--- config.mk ---
export PLATFORM = sky130hd
export DESIGN_NAME = map_probe_flat
export DESIGN_NICKNAME = d
export VERILOG_FILES = /design/src/rtl/map_probe_if.sv /design/src/rtl/map_probe.sv /design/src/flat_wrapper.sv
export SDC_FILE = /design/constraint.sdc
export NUM_CORES = 1
export LEC_CHECK = 0
export CORE_MARGIN = 10
export CORE_UTILIZATION = 58
export DETAILED_ROUTE_END_ITERATION = 7
export GPL_TIMING_DRIVEN = 0
export MAX_ROUTING_LAYER = met4
export PLACE_DENSITY = 0.8
export RECOVER_POWER = 50
export SYNTH_ARGS = -nofsm -noshare
export SYNTH_HDL_FRONTEND = slang
export SYNTH_SLANG_ARGS = --single-unit
export TNS_END_PERCENT = 100
--- constraint.sdc ---
create_clock -name clk -period 4.2 [get_ports clk]
set_clock_uncertainty 0.15 [all_clocks]
set_input_delay 0.63 -clock clk [delete_from_list [all_inputs] [get_ports clk]]
set_output_delay 0.63 -clock clk [all_outputs]
set_load 0.05 [all_outputs]
--- src/rtl/map_probe_if.sv ---
// Probe request/result bundle between movement logic, map_probe and the shared map ROM.
// The master drives the request and supplies the combinational ROM bit for map_addr.
interface map_probe_if;
    logic       start;
    logic [7:0] px;
    logic [6:0] py;
    logic [7:0] map_addr;
    logic       map_data;
    logic       busy;
    logic       done;
    logic       blocked;
    logic [1:0] hit_corner;

    modport master (
        output start, px, py, map_data,
        input  map_addr, busy, done, blocked, hit_corner
    );

    modport slave (
        input  start, px, py, map_data,
        output map_addr, busy, done, blocked, hit_corner
    );
endinterface

--- src/rtl/map_probe.sv ---
// Pixel-to-tile probe: checks the four corners of a SIZE x SIZE footprint against the map ROM.
// Define MAP_PROBE_EARLY_EXIT_EN to stop at the first blocking corner instead of probing all four.
module map_probe #(
    parameter int SIZE = 7,
    parameter int X0   = 21,
    parameter int Y0   = 1,
    parameter int TILE = 9,
    parameter int GRID = 16
) (
    input  logic        clk,
    input  logic        resetn,
    map_probe_if.slave  bus
);

`ifdef MAP_PROBE_EARLY_EXIT_EN
    localparam bit EARLY_EXIT = 1'b1;
`else
    localparam bit EARLY_EXIT = 1'b0;
`endif

    localparam logic [8:0] X_LO   = 9'(X0);
    localparam logic [8:0] X_HI   = 9'(X0 + TILE * GRID);
    localparam logic [7:0] Y_LO   = 8'(Y0);
    localparam logic [7:0] Y_HI   = 8'(Y0 + TILE * GRID);
    localparam logic [8:0] OFF_X  = 9'(SIZE - 1);
    localparam logic [7:0] OFF_Y  = 8'(SIZE - 1);
    localparam logic [7:0] TILE_W = 8'(TILE);

    typedef enum logic [2:0] {IDLE, LOAD, DIV, READ, DONE} state_t;

    state_t     state, state_nx;
    logic [7:0] px_q;
    logic [6:0] py_q;
    logic [1:0] corner;
    logic [7:0] rx, ry;
    logic [3:0] qx, qy;
    logic [7:0] map_addr_q;
    logic       blocked_q;
    logic [1:0] hit_q;

    logic [8:0] cx;
    logic [7:0] cy;
    logic       out_field, div_done, corner_block, advance, last_corner;

    // Corner 0..3 = TL, TR, BL, BR: bit 0 selects the right edge, bit 1 the bottom edge.
    always_comb begin
        cx           = {1'b0, px_q} + (corner[0] ? OFF_X : 9'd0);
        cy           = {1'b0, py_q} + (corner[1] ? OFF_Y : 8'd0);
        out_field    = (cx < X_LO) || (cx >= X_HI) || (cy < Y_LO) || (cy >= Y_HI);
        div_done     = (rx < TILE_W) && (ry < TILE_W);
        advance      = ((state == LOAD) && out_field) || (state == READ);
        corner_block = ((state == LOAD) && out_field) || ((state == READ) && bus.map_data);
        last_corner  = (corner == 2'd3) || (EARLY_EXIT && corner_block);
    end

    always_ff @(posedge clk or negedge resetn) begin
        if (!resetn) state <= IDLE;
        else         state <= state_nx;
    end

    always_comb begin
        state_nx = state;
        bus.busy = 1'b0;
        bus.done = 1'b0;
        case (state)
            IDLE: if (bus.start) state_nx = LOAD;
            LOAD: begin
                bus.busy = 1'b1;
                if (!out_field)      state_nx = DIV;
                else if (last_corner) state_nx = DONE;
                else                  state_nx = LOAD;
            end
            DIV: begin
                bus.busy = 1'b1;
                if (div_done) state_nx = READ;
            end
            READ: begin
                bus.busy = 1'b1;
                state_nx = last_corner ? DONE : LOAD;
            end
            DONE: begin
                bus.done = 1'b1;
                state_nx = IDLE;
            end
            default: state_nx = IDLE;
        endcase
    end

    // NOTE: every register here uses <= so all of them see the same pre-edge values.
    always_ff @(posedge clk or negedge resetn) begin
        if (!resetn) begin
            px_q       <= '0;
            py_q       <= '0;
            corner     <= '0;
            rx         <= '0;
            ry         <= '0;
            qx         <= '0;
            qy         <= '0;
            map_addr_q <= '0;
            blocked_q  <= 1'b0;
            hit_q      <= '0;
        end else begin
            case (state)
                IDLE: if (bus.start) begin
                    px_q      <= bus.px;
                    py_q      <= bus.py;
                    corner    <= '0;
                    blocked_q <= 1'b0;
                    hit_q     <= '0;
                end
                LOAD: if (!out_field) begin
                    rx <= 8'(cx - X_LO);
                    ry <= cy - Y_LO;
                    qx <= '0;
                    qy <= '0;
                end
                DIV: begin
                    if (div_done) begin
                        map_addr_q <= {qx, qy};
                    end else begin
                        if (rx >= TILE_W) begin
                            rx <= rx - TILE_W;
                            qx <= qx + 4'd1;
                        end
                        if (ry >= TILE_W) begin
                            ry <= ry - TILE_W;
                            qy <= qy + 4'd1;
                        end
                    end
                end
                default: ;
            endcase

            // Only the first blocking corner is recorded.
            if (corner_block && !blocked_q) begin
                blocked_q <= 1'b1;
                hit_q     <= corner;
            end
            if (advance && !last_corner) corner <= corner + 2'd1;
        end
    end

    assign bus.map_addr   = map_addr_q;
    assign bus.blocked    = blocked_q;
    assign bus.hit_corner = hit_q;

endmodule

--- src/flat_wrapper.sv ---
// flat-port wrapper written by rule: the top's interface ports become plain ports
module map_probe_flat 
#(
    parameter int SIZE = 7,
    parameter int X0   = 21,
    parameter int Y0   = 1,
    parameter int TILE = 9,
    parameter int GRID = 16
)
  (clk, resetn, bus_start, bus_px, bus_py, bus_map_data, bus_map_addr, bus_busy, bus_done, bus_blocked, bus_hit_corner);
  map_probe_if bus_i ();
  input  logic clk;
  input  logic resetn;
  input wire logic [$bits(bus_i.start)-1:0] bus_start;
  input wire logic [$bits(bus_i.px)-1:0] bus_px;
  input wire logic [$bits(bus_i.py)-1:0] bus_py;
  input wire logic [$bits(bus_i.map_data)-1:0] bus_map_data;
  output wire logic [$bits(bus_i.map_addr)-1:0] bus_map_addr;
  output wire logic [$bits(bus_i.busy)-1:0] bus_busy;
  output wire logic [$bits(bus_i.done)-1:0] bus_done;
  output wire logic [$bits(bus_i.blocked)-1:0] bus_blocked;
  output wire logic [$bits(bus_i.hit_corner)-1:0] bus_hit_corner;
  assign bus_i.start = bus_start;
  assign bus_i.px = bus_px;
  assign bus_i.py = bus_py;
  assign bus_i.map_data = bus_map_data;
  assign bus_map_addr = bus_i.map_addr;
  assign bus_busy = bus_i.busy;
  assign bus_done = bus_i.done;
  assign bus_blocked = bus_i.blocked;
  assign bus_hit_corner = bus_i.hit_corner;
  map_probe #(.SIZE(SIZE), .X0(X0), .Y0(Y0), .TILE(TILE), .GRID(GRID)) u_core (.clk(clk), .resetn(resetn), .bus(bus_i));
endmodule
==> flow_summary_export.csv <==
group,metric,value,unit
timing,worst_slew_pin_slew,1810,ps
clock_network,clk_latency,320,ps
drt,via_per_inst,5.96,
clock_network,clockBufferDepth,2,
job,cap_violations,1,
yosys,syn_area_per_cell,10.1,um^2
clock_network,cts.clk_slew.worst_paths,100,ps
yosys,synth_warnings,0,
drt,wl_per_cell,16.1,um
final_layout,fillCellCount,477,
global_route,grt_pass1_wl,12.8,mm
power_and_ir_drop,p_seq_share,28.6,%
floorplanning,fp.dieH,97.4,um
timing,holdWs,360,ps
clock_network,numCtsBuffers,5,
worst_setup_path,max_stage_delay,560,ps
clock_network,clockRootBuffer,"clkbuf_8",
power_and_ir_drop,intPower,1.78,mW
yosys,syn_area,3480,um^2
worst_setup_path,path_cells,"ha_1 -> fa_1 -> o21ai_0 -> and2_1 -> or2_1 -> and4_4 -> o31ai_4 -> a21oi_2 -> mux2_4",
power_and_ir_drop,p_leak,1.69,nW
floorplanning,io_pins,32,
drt,vias,2729,
power_and_ir_drop,switching_share,47.3,%
drt,ant_nets,0,
global_route,antenna_found_initial,0,
final_layout,final_nets,417,
yosys,yosysUniqueCellTypes,70,
floorplanning,core_area,5890,um^2
timing,rsz0062_at_grt,"false",
clock_network,cts_repair_resize_count,0,
status,outcome,"finished, violations left",
global_route,overflow,0,
floorplanning,initial_utilization,59.1,%
drt,drtPass1Iterations,4,
yosys,ys_ff_latch,55,
drt,drt_iter0_drc,119,
global_route,grt_max_degree,36,
timing,max_freq,312,MHz
timing,slew_headroom,-20.8,%
power_and_ir_drop,p_per_area,850,nW/um^2
drt,drt_wl_total,7.35,mm
worst_setup_path,endpoint_kind,"flop",
worst_setup_path,required,4260,ps
timing,final-hold-violation-count,0,
yosys,synthFlopType,"dfrtp_1",
drt,drc,0,
yosys,syn_inst,343,
yosys,async_flop_share,100,%
timing,period_minus_slack,3210,ps
global_route,grtUsageTotal,16.0,%
placement,place_area,3910,um^2
final_layout,fin_util,67.4,%
status,violations,"capacitance limit, slew limit",
final_layout,drive_gt1_share,17.2,%
yosys,seq_area_frac_synth,39.6,%
timing,period_share,76.4,%
worst_setup_path,worstPathArrival,3270,ps
final_layout,final_cell_area,3970,um^2
timing,timing.setup.tns,0,ps
min_path,hold_path.class,"reg2reg",
worst_setup_path,critPathMaxFanout,7,
yosys,synth_edf_count,0,
placement,routabilityCongestion,0.868,
timing,slew_viol_final,36,
final_layout,syn_to_final_growth,14.1,%
floorplanning,rows,28,
placement,io_buffers,31,
power_and_ir_drop,p_comb_share,62.6,%
placement,hpwl,5.58,mm
clock_network,holdBufCountCts,0,
worst_setup_path,path_class,"reg2reg",
clock_network,cts_tree,"built",
floorplanning,die_area,9490,um^2
global_route,grt_pass1_vias,2761,
clock_network,clock_sinks,55,
power_and_ir_drop,total_power,3.37,mW
clock_network,htreeDepth,2,
yosys,syn_nets,378,
power_and_ir_drop,clkPwrFrac,8.9,%
power_and_ir_drop,power_switching,1.60,mW
clock_network,post_cts_buffers,0,
worst_setup_path,crit_slowest_cell,"fa_1",
final_layout,n_antenna_cell,0,
power_and_ir_drop,ir_drop,0.000566,V
worst_setup_path,worstSetupStartpointType,"flop",
timing,setup_viol,0,
floorplanning,die_w,97.4,um
## stage by stage
step,instances,setup slack (ps)
global route,458,741
global placement,449,642
finish,458,991
CTS,458,975
detailed placement,450,965
floorplan,343,1260
## flip-flops by register name, summed over array words and instances, names as in the netlist
| signal | cells |
|---|---|
| u_core.py_q | 7 |
| u_core.ry | 8 |
| u_core.px_q | 8 |
| u_core.qy | 4 |
| u_core.rx | 8 |
| u_core.state | 3 |
| u_core.bus.map_addr | 8 |
| u_core.qx | 4 |
| u_core.bus.blocked | 1 |
| u_core.corner | 2 |
| u_core.bus.hit_corner | 2 |
## power groups by stage
stage                     combinational (mW)  clock, mW  sequential, mW
after floorplan                         1.64          0           0.959
final                                   2.11      0.299           0.964
after global routing                    2.35      0.323            1.00
after detailed placement                2.09          0           0.973
after CTS                               2.11      0.308           0.963
after global placement                  2.03          0           0.959
## worst paths after layout
path	startpoint	slack, ps	to	depth (start not counted)
setup / recovery	u_core.corner[0]$_DFFE_PN0P_	990	u_core.bus.hit_corner[0]$_DFFE_PN0P_	9
hold / removal	u_core.bus.map_addr[1]$_DFFE_PN0P_	360	u_core.bus.map_addr[1]$_DFFE_PN0P_	1
setup reg to reg	u_core.corner[0]$_DFFE_PN0P_	990	u_core.bus.hit_corner[0]$_DFFE_PN0P_	9
hold reg to reg	u_core.bus.map_addr[1]$_DFFE_PN0P_	360	u_core.bus.map_addr[1]$_DFFE_PN0P_	1
max in group asynchronous	resetn	1430	u_core.rx[4]$_DFFE_PN0P_	2
min in group asynchronous	resetn	640	u_core.bus.map_addr[7]$_DFFE_PN0P_	1
## critical path, delay by kind of cell, from the launching register on
kind / cells / cell delay [ps]
compound gates: 3 / 640
fa+ha+maj: 2 / 850
flops: 1 / 490
mux: 1 / 320
simple gates: 3 / 660
## layer usage
layer / vias to the layer above / GRT usage (%) / part of all wire (%)
li1: 1322 / - / -
met1: 1317 / 19.2 / 45
met2: 78 / 26.1 / 48
met3: 12 / 3.70 / 5.7
met4: 0 / 4.92 / 1.3
met5: - / - / 0
## cell usage in the layout (no fill, tap or decap), types with 5 or more instances in the layout
master and count:
dlygate4sd3_1 6, clkbuf_8 5, xnor2_1 11, nor3_1 7, nand3_1 14, a21oi_1 14
mux2_2 24, dfrtp_1 55, nand2_1 24, nand2b_1 8, nor2_1 23, inv_1 13
xor2_1 9, ha_1 14, clkbuf_1 8, o21ai_0 25, clkdlybuf4s50_1 24, a2bb2oi_1 5
## final cells by class
| class | count | area (um^2) | area share [%] |
|---|---|---|---|
| Multi-Input combinational cell | 263 | 1990 | 50.3 |
| Sequential cell | 55 | 1380 | 34.7 |
| Timing Repair Buffer | 32 | 308 | 7.76 |
| Tap cell | 75 | 93.8 | 2.36 |
| Clock buffer | 5 | 68.8 | 1.73 |
| Buffer | 11 | 55.1 | 1.39 |
| Inverter | 14 | 52.6 | 1.32 |
| Clock inverter | 3 | 20.0 | 0.504 |
## cells in the mapped netlist (5+ instances only)
master	n	share of area [%]
nand2b_1	8	1.4
dfrtp_1	55	40
nand2_1	24	2.6
ha_1	14	5.0
inv_1	13	1.4
nor3_1	7	1.0
nor2_1	23	2.5
clkbuf_1	6	0.65
a21oi_1	14	2.0
xor2_1	9	2.3
xnor2_1	11	2.8
a2bb2oi_1	5	1.3
nand3_1	14	2.0
mux2_2	24	7.8
o21ai_0	25	3.6
## kinds of logic after synthesis
family / share of synthesized area (%)
compound gates: 18.2
buf+inv: 3.09
simple gates: 18.2
fa+ha+maj: 6.19
xor+xnor: 5.50
flops: 39.6
mux: 9.21
(Power assumes the default switching activity.)
